### src/rtl/ngprc.sv
// Next-grant precalculation for a round-robin arbiter, with a scan-accessible status register.
// Define NGPRC_DEBUG_EN to expose the status register on the debugPreCal port.
module ngprc #(
    parameter int CHANNELS = 8
) (
    input  logic                clk,
    input  logic                reset,
    input  logic [CHANNELS-1:0] request,
    input  logic [CHANNELS-1:0] grant,
    output logic [CHANNELS-1:0] nextGrant,
    input  logic                scan_enable,
    input  logic                test_mode,
    input  logic                scan_in0,
    input  logic                scan_in1,
    input  logic                scan_in2,
    input  logic                scan_in3,
    input  logic                scan_in4,
    output logic                scan_out0,
    output logic                scan_out1,
    output logic                scan_out2,
    output logic                scan_out3,
    output logic                scan_out4
`ifdef NGPRC_DEBUG_EN
    ,
    output logic [4:0]          debugPreCal
`endif
);

    logic [CHANNELS-1:0] above_mask;
    logic [CHANNELS-1:0] masked;
    logic                grant_seen;
    logic [2:0]          low_index;
    logic                wrap;
    logic                any_request;
    logic [4:0]          status_q;
    logic [4:0]          status_d;

    // Bit i of above_mask is set when no grant bit sits at or above i, i.e. i is above the highest grant.
    always_comb begin
        above_mask = '0;
        grant_seen = 1'b0;
        for (int i = CHANNELS - 1; i >= 0; i--) begin
            grant_seen    = grant_seen | grant[i];
            above_mask[i] = ~grant_seen;
        end
        if (grant == '0) begin
            above_mask = '0;
        end
    end

    assign masked      = request & above_mask;
    assign any_request = |request;
    assign wrap        = (masked == '0) && any_request;
    assign nextGrant   = (masked != '0) ? masked : request;

    always_comb begin
        low_index = 3'd0;
        for (int i = CHANNELS - 1; i >= 0; i--) begin
            if (nextGrant[i]) begin
                low_index = 3'(i);
            end
        end
    end

    assign status_d = {wrap, any_request, low_index};

    // Scan shift outranks reset so the chains can be loaded while the system is held in reset.
    always_ff @(posedge clk) begin
        if (test_mode && scan_enable) begin
            status_q <= {scan_in4, scan_in3, scan_in2, scan_in1, scan_in0};
        end else if (reset) begin
            status_q <= 5'd0;
        end else begin
            status_q <= status_d;
        end
    end

    assign scan_out0 = status_q[0];
    assign scan_out1 = status_q[1];
    assign scan_out2 = status_q[2];
    assign scan_out3 = status_q[3];
    assign scan_out4 = status_q[4];

`ifdef NGPRC_DEBUG_EN
    assign debugPreCal = status_q;
`endif

endmodule

### config.mk
export PLATFORM = sky130hd
export DESIGN_NAME = ngprc
export DESIGN_NICKNAME = d
export VERILOG_FILES = /design/src/rtl/ngprc.sv
export SDC_FILE = /design/constraint.sdc
export NUM_CORES = 1
export LEC_CHECK = 0
export CAP_MARGIN = 25
export CORE_UTILIZATION = 37
export DETAILED_ROUTE_END_ITERATION = 10
export PLACE_DENSITY = 0.84
export SYNTH_ARGS = -nofsm -noshare
export SYNTH_HDL_FRONTEND = slang
export SYNTH_SLANG_ARGS = --single-unit
### constraint.sdc
create_clock -name clk -period 2.95 [get_ports clk]
set_input_delay 0.59 -clock clk [delete_from_list [all_inputs] [get_ports clk]]
set_output_delay 0.59 -clock clk [all_outputs]
set_load 0.02 [all_outputs]
# Word-level counts from Yosys, hierarchy flattened
# Index checks and enable logic that the tools add are counted.
# classes
reduce_logical	6
n_mul	0
n_div	0
shift	0
muxes	12
bitwise	16
order_cmp	0
addsub	0
eq_ne	0
# ops
cell	n
3-bit two-way mux	8
8-bit zero test	2
8-bit two-way mux	2
5-bit two-way mux	2
8-bit bitwise AND	1
1-bit NOT	8
8-bit nonzero test	1
8-bit OR reduction	1
1-bit OR	7
1-bit logical AND	2
# word_totals
ff_bits	5
latch_bits	0
mem_count	0
ram_bits	0
mem_bits_ro	0
in_bits	25

# Logic depth before layout (Yosys ltp)
# depth
depth_word	22
ltp_mapped	7
ltp_nobuf	7

# Worst setup path before layout
# No wires, ideal clock.
# synth_timing
path_kind	input-to-output
start	input port grant[5]
end	output port nextGrant[0]
arrival_time_ps	1612
setup_slack_ps	748
stages	5
path_buffers	0
path_cell_list	nor3_4 nand2_2 or3_4 o21ai_1 and2_4
# synth_via
elab_chain_len	11
elab_cells_between_ends	17
cone_classes	2 x mux; 13 x bitwise; 2 x reduce/logical
# synth_rtl
element	line_no	text
from (decl)	9	input logic [CHANNELS-1:0] grant,
1-bit OR (6 in a row)	43	grant_seen = grant_seen | grant[i];
1-bit NOT	44	above_mask[i] = ~grant_seen;
8-bit two-way mux *	46	if (grant == '0) begin
8-bit bitwise AND *	51	assign masked = request & above_mask;
8-bit nonzero test	54	assign nextGrant = (masked != '0) ? masked : request;
8-bit two-way mux *	54	
to (decl)	10	output logic [CHANNELS-1:0] nextGrant,
# Every way passes the cells marked *; elsewhere a longest branch is shown, timed or not.

# Worst setup path in the final report
# layout_timing
start	input port grant[7]
end	output port nextGrant[5]
# layout_via
elab_chain_len	12
elab_cells_between_ends	20
cone_classes	2 x mux; 16 x bitwise; 2 x reduce/logical
# layout_rtl
element	line_no
1-bit OR (7 in a row)	43
1-bit NOT	44
8-bit two-way mux *	46
8-bit bitwise AND *	51
8-bit nonzero test	54
8-bit two-way mux *	54
# Marks and branches as above.

==> results.yml <==
status:
  status: "complete, no violations"
die:
  start_util: 0.411
  core-area_mm2: 0.00133
  io_pins: 38
  die_h_um: 40.5
  dieArea_mm2: 0.00164
  fp.dieW_um: 40.5
  rows: 13
clock_network:
  cts_buffers: 3
  cts_hold_buf: 0
  cts_sinks: 5
  cts_tree: "yes"
  clk_pin_slew_ns: 0.04
  clockBufferDepth: 2
  h-tree-depth: 1
  cts_root_buf: "clkbuf_4"
  post-cts-setup-buffers: 0
setup_path:
  startpoint_type: "input port"
  crit_type: "in -> out"
  crit_arrival_ns: 2.26
  cp.required_ns: 2.36
  crit_fanout: 4
  crit_path_end_kind: "primary output"
final_layout:
  post-route-util: 0.853
  fin_area_mm2: 0.00114
  reg_top3: "status_q: 5 flops"
  multi_input_area_um2: 429
  final_cell_mix: "clkdlybuf4s50_1 (31), buf_4 (25), nor2_1 (7), dfxtp_1 (5), nand2_1 (4)"
  largest_register_ffs: 5
  layout.nets: 156
  layout-drive-gt1-share: 0.331
  nFillCells: 82
  final_common_cell: "clkdlybuf4s50_1"
  seq_area_um2: 100
  area_growth_pct: 108
  stdcell_count: 145
  top_register: "status_q"
  num_antenna_cells: 0
synth:
  syn_area_um2: 548
  yosys_warnings: 0
  ys_seq_elements: 5
  synth_top_area_share: 0.183
  synth_cells: 66
  syn_area_per_cell_um2: 8.30
  synth.yosys.seq_area_share: 0.183
  syn_nets: 91
  synth_top_cells_by_area: "dfxtp_1 (18%), nor2_1 (4.8%), o211ai_4 (3.9%)"
  yosysTopAreaCell: "dfxtp_1"
  synth_cell_type_count: 38
pwr:
  p_per_area_mw_per_mm2: 292
  power.total_mw: 0.332
  static-leakage-power_nw: 0.493
  irDropWorstVdd_mv: 0.193
place:
  placed_area_mm2: 0.00112
  dp_cells: 141
  routabilityCongestion: 0.855
  place_ws_ns: -0.288
  dp_hpwl_um: 1710
  io_buffers: 37
sta:
  worst_slew_pin_slew_ns: 0.410
  maxSlewHeadroom: 0.724
  setup-violations-final: 0
  rsz0062_at_grt: "false"
  slew_violations: 0
  min_period_ns: 2.85
  finalWorstSetupSlack_ns: 0.0998
  finalHoldViolations: 0
  period_share: 0.966
  clock.fmax_mhz: 351
global_route:
  grt_usage: 0.276
  grt_first_pass_wirelength_um: 3040
  grt_pass1_vias: 838
  gr-total-overflow: 0
  antenna_found_initial: 0
  grt_max_degree: 8
routing:
  vias: 792
  drtIter0Drc: 6
  wl_per_cell_um: 13.8
  routed_wl_um: 2000
  ant_nets: 0
  drt_pass1_iterations: 4
  viasPerCell: 5.46
  drc_errors: 0
flow_run:
  max-cap-violations: 0
worst_hold_path:
  hold_class: "in -> reg"
==> per-layer routing <==
metal / GRT usage / share of wire / vias to the layer above
met5: 0 / 0 / -
met2: 0.587 / 0.57 / 37
met4: 0.133 / 0.0085 / 0
li1: - / - / 378
met1: 0.218 / 0.36 / 371
met3: 0.0722 / 0.062 / 6
==> final timing paths <==
kind,depth (start not counted),slack (ns),end,from
max,6,0.1,nextGrant[5],grant[7]
min,2,0.94,status_q[3],scan_in3
==> per-stage QoR <==
| stage | hold slack, ns | TNS, ns |
|---|---|---|
| finish | 0.939 | 0 |
| global route | 0.945 | 0 |
| CTS | 0.937 | 0 |
| detailed placement | 1.19 | -0.681 |
| global placement | 1.17 | -0.486 |
| floorplan | 0.700 | 0 |
==> report_power, final <==
part,switching [mW],leakage [nW],internal [mW],total (mW)
registers,0.00161,0.0418,0.0743,0.0759
clock network,0.0295,0.0150,0.0512,0.0808
logic,0.0765,0.436,0.0986,0.175
==> critical path, cell delays in order <==
cell	delay, ns
clkdlybuf4s50_1	0.52
buf_4	0.15
o21bai_4	0.13
buf_4	0.14
o21a_1	0.12
clkdlybuf4s50_1	0.60
==> cells by family (layout without fill, tap and decap cells) <==
family,count (synthesis),after routing,synth area share
buf+inv,5,69,0.0343
simple gates,31,31,0.338
compound gates,25,25,0.445
flops,5,5,0.183
==> synth_stat cells (all sizes together) <==
| cell type | count |
|---|---|
| nand2b | 1 |
| nor2b | 3 |
| o211ai | 3 |
| a31oi | 1 |
| a32o | 2 |
| a221oi | 1 |
| nand3 | 1 |
| nor4 | 3 |
| nor3b | 1 |
| nor3 | 3 |
| nand3b | 1 |
| nor2 | 7 |
| inv | 3 |
| a21boi | 3 |
| or3 | 1 |
| or2 | 1 |
| a22o | 2 |
| o21ai | 3 |
| clkbuf | 2 |
| o32ai | 1 |
| and2 | 3 |
| o21bai | 1 |
| o22ai | 1 |
| o31ai | 1 |
| a21oi | 3 |
| dfxtp | 5 |
| o21a | 2 |
| nand2 | 5 |
| a21o | 1 |
| nand4 | 1 |
==> what timing repair did <==
action,CTS,global route
hold endpoints to repair,0,0
gates cloned,0,0
endpoints found under the setup margin,5,2
gates resized for setup,6,3
==> layout make-up <==
class                      count  area share
inverter                       3     0.00990
tap                           15      0.0165
sequential                     5      0.0880
multi-input combinational     56       0.377
clock buffer                   4      0.0231
timing repair buffer          62       0.485
No activity file was read; power rests on OpenSTA's default activity.
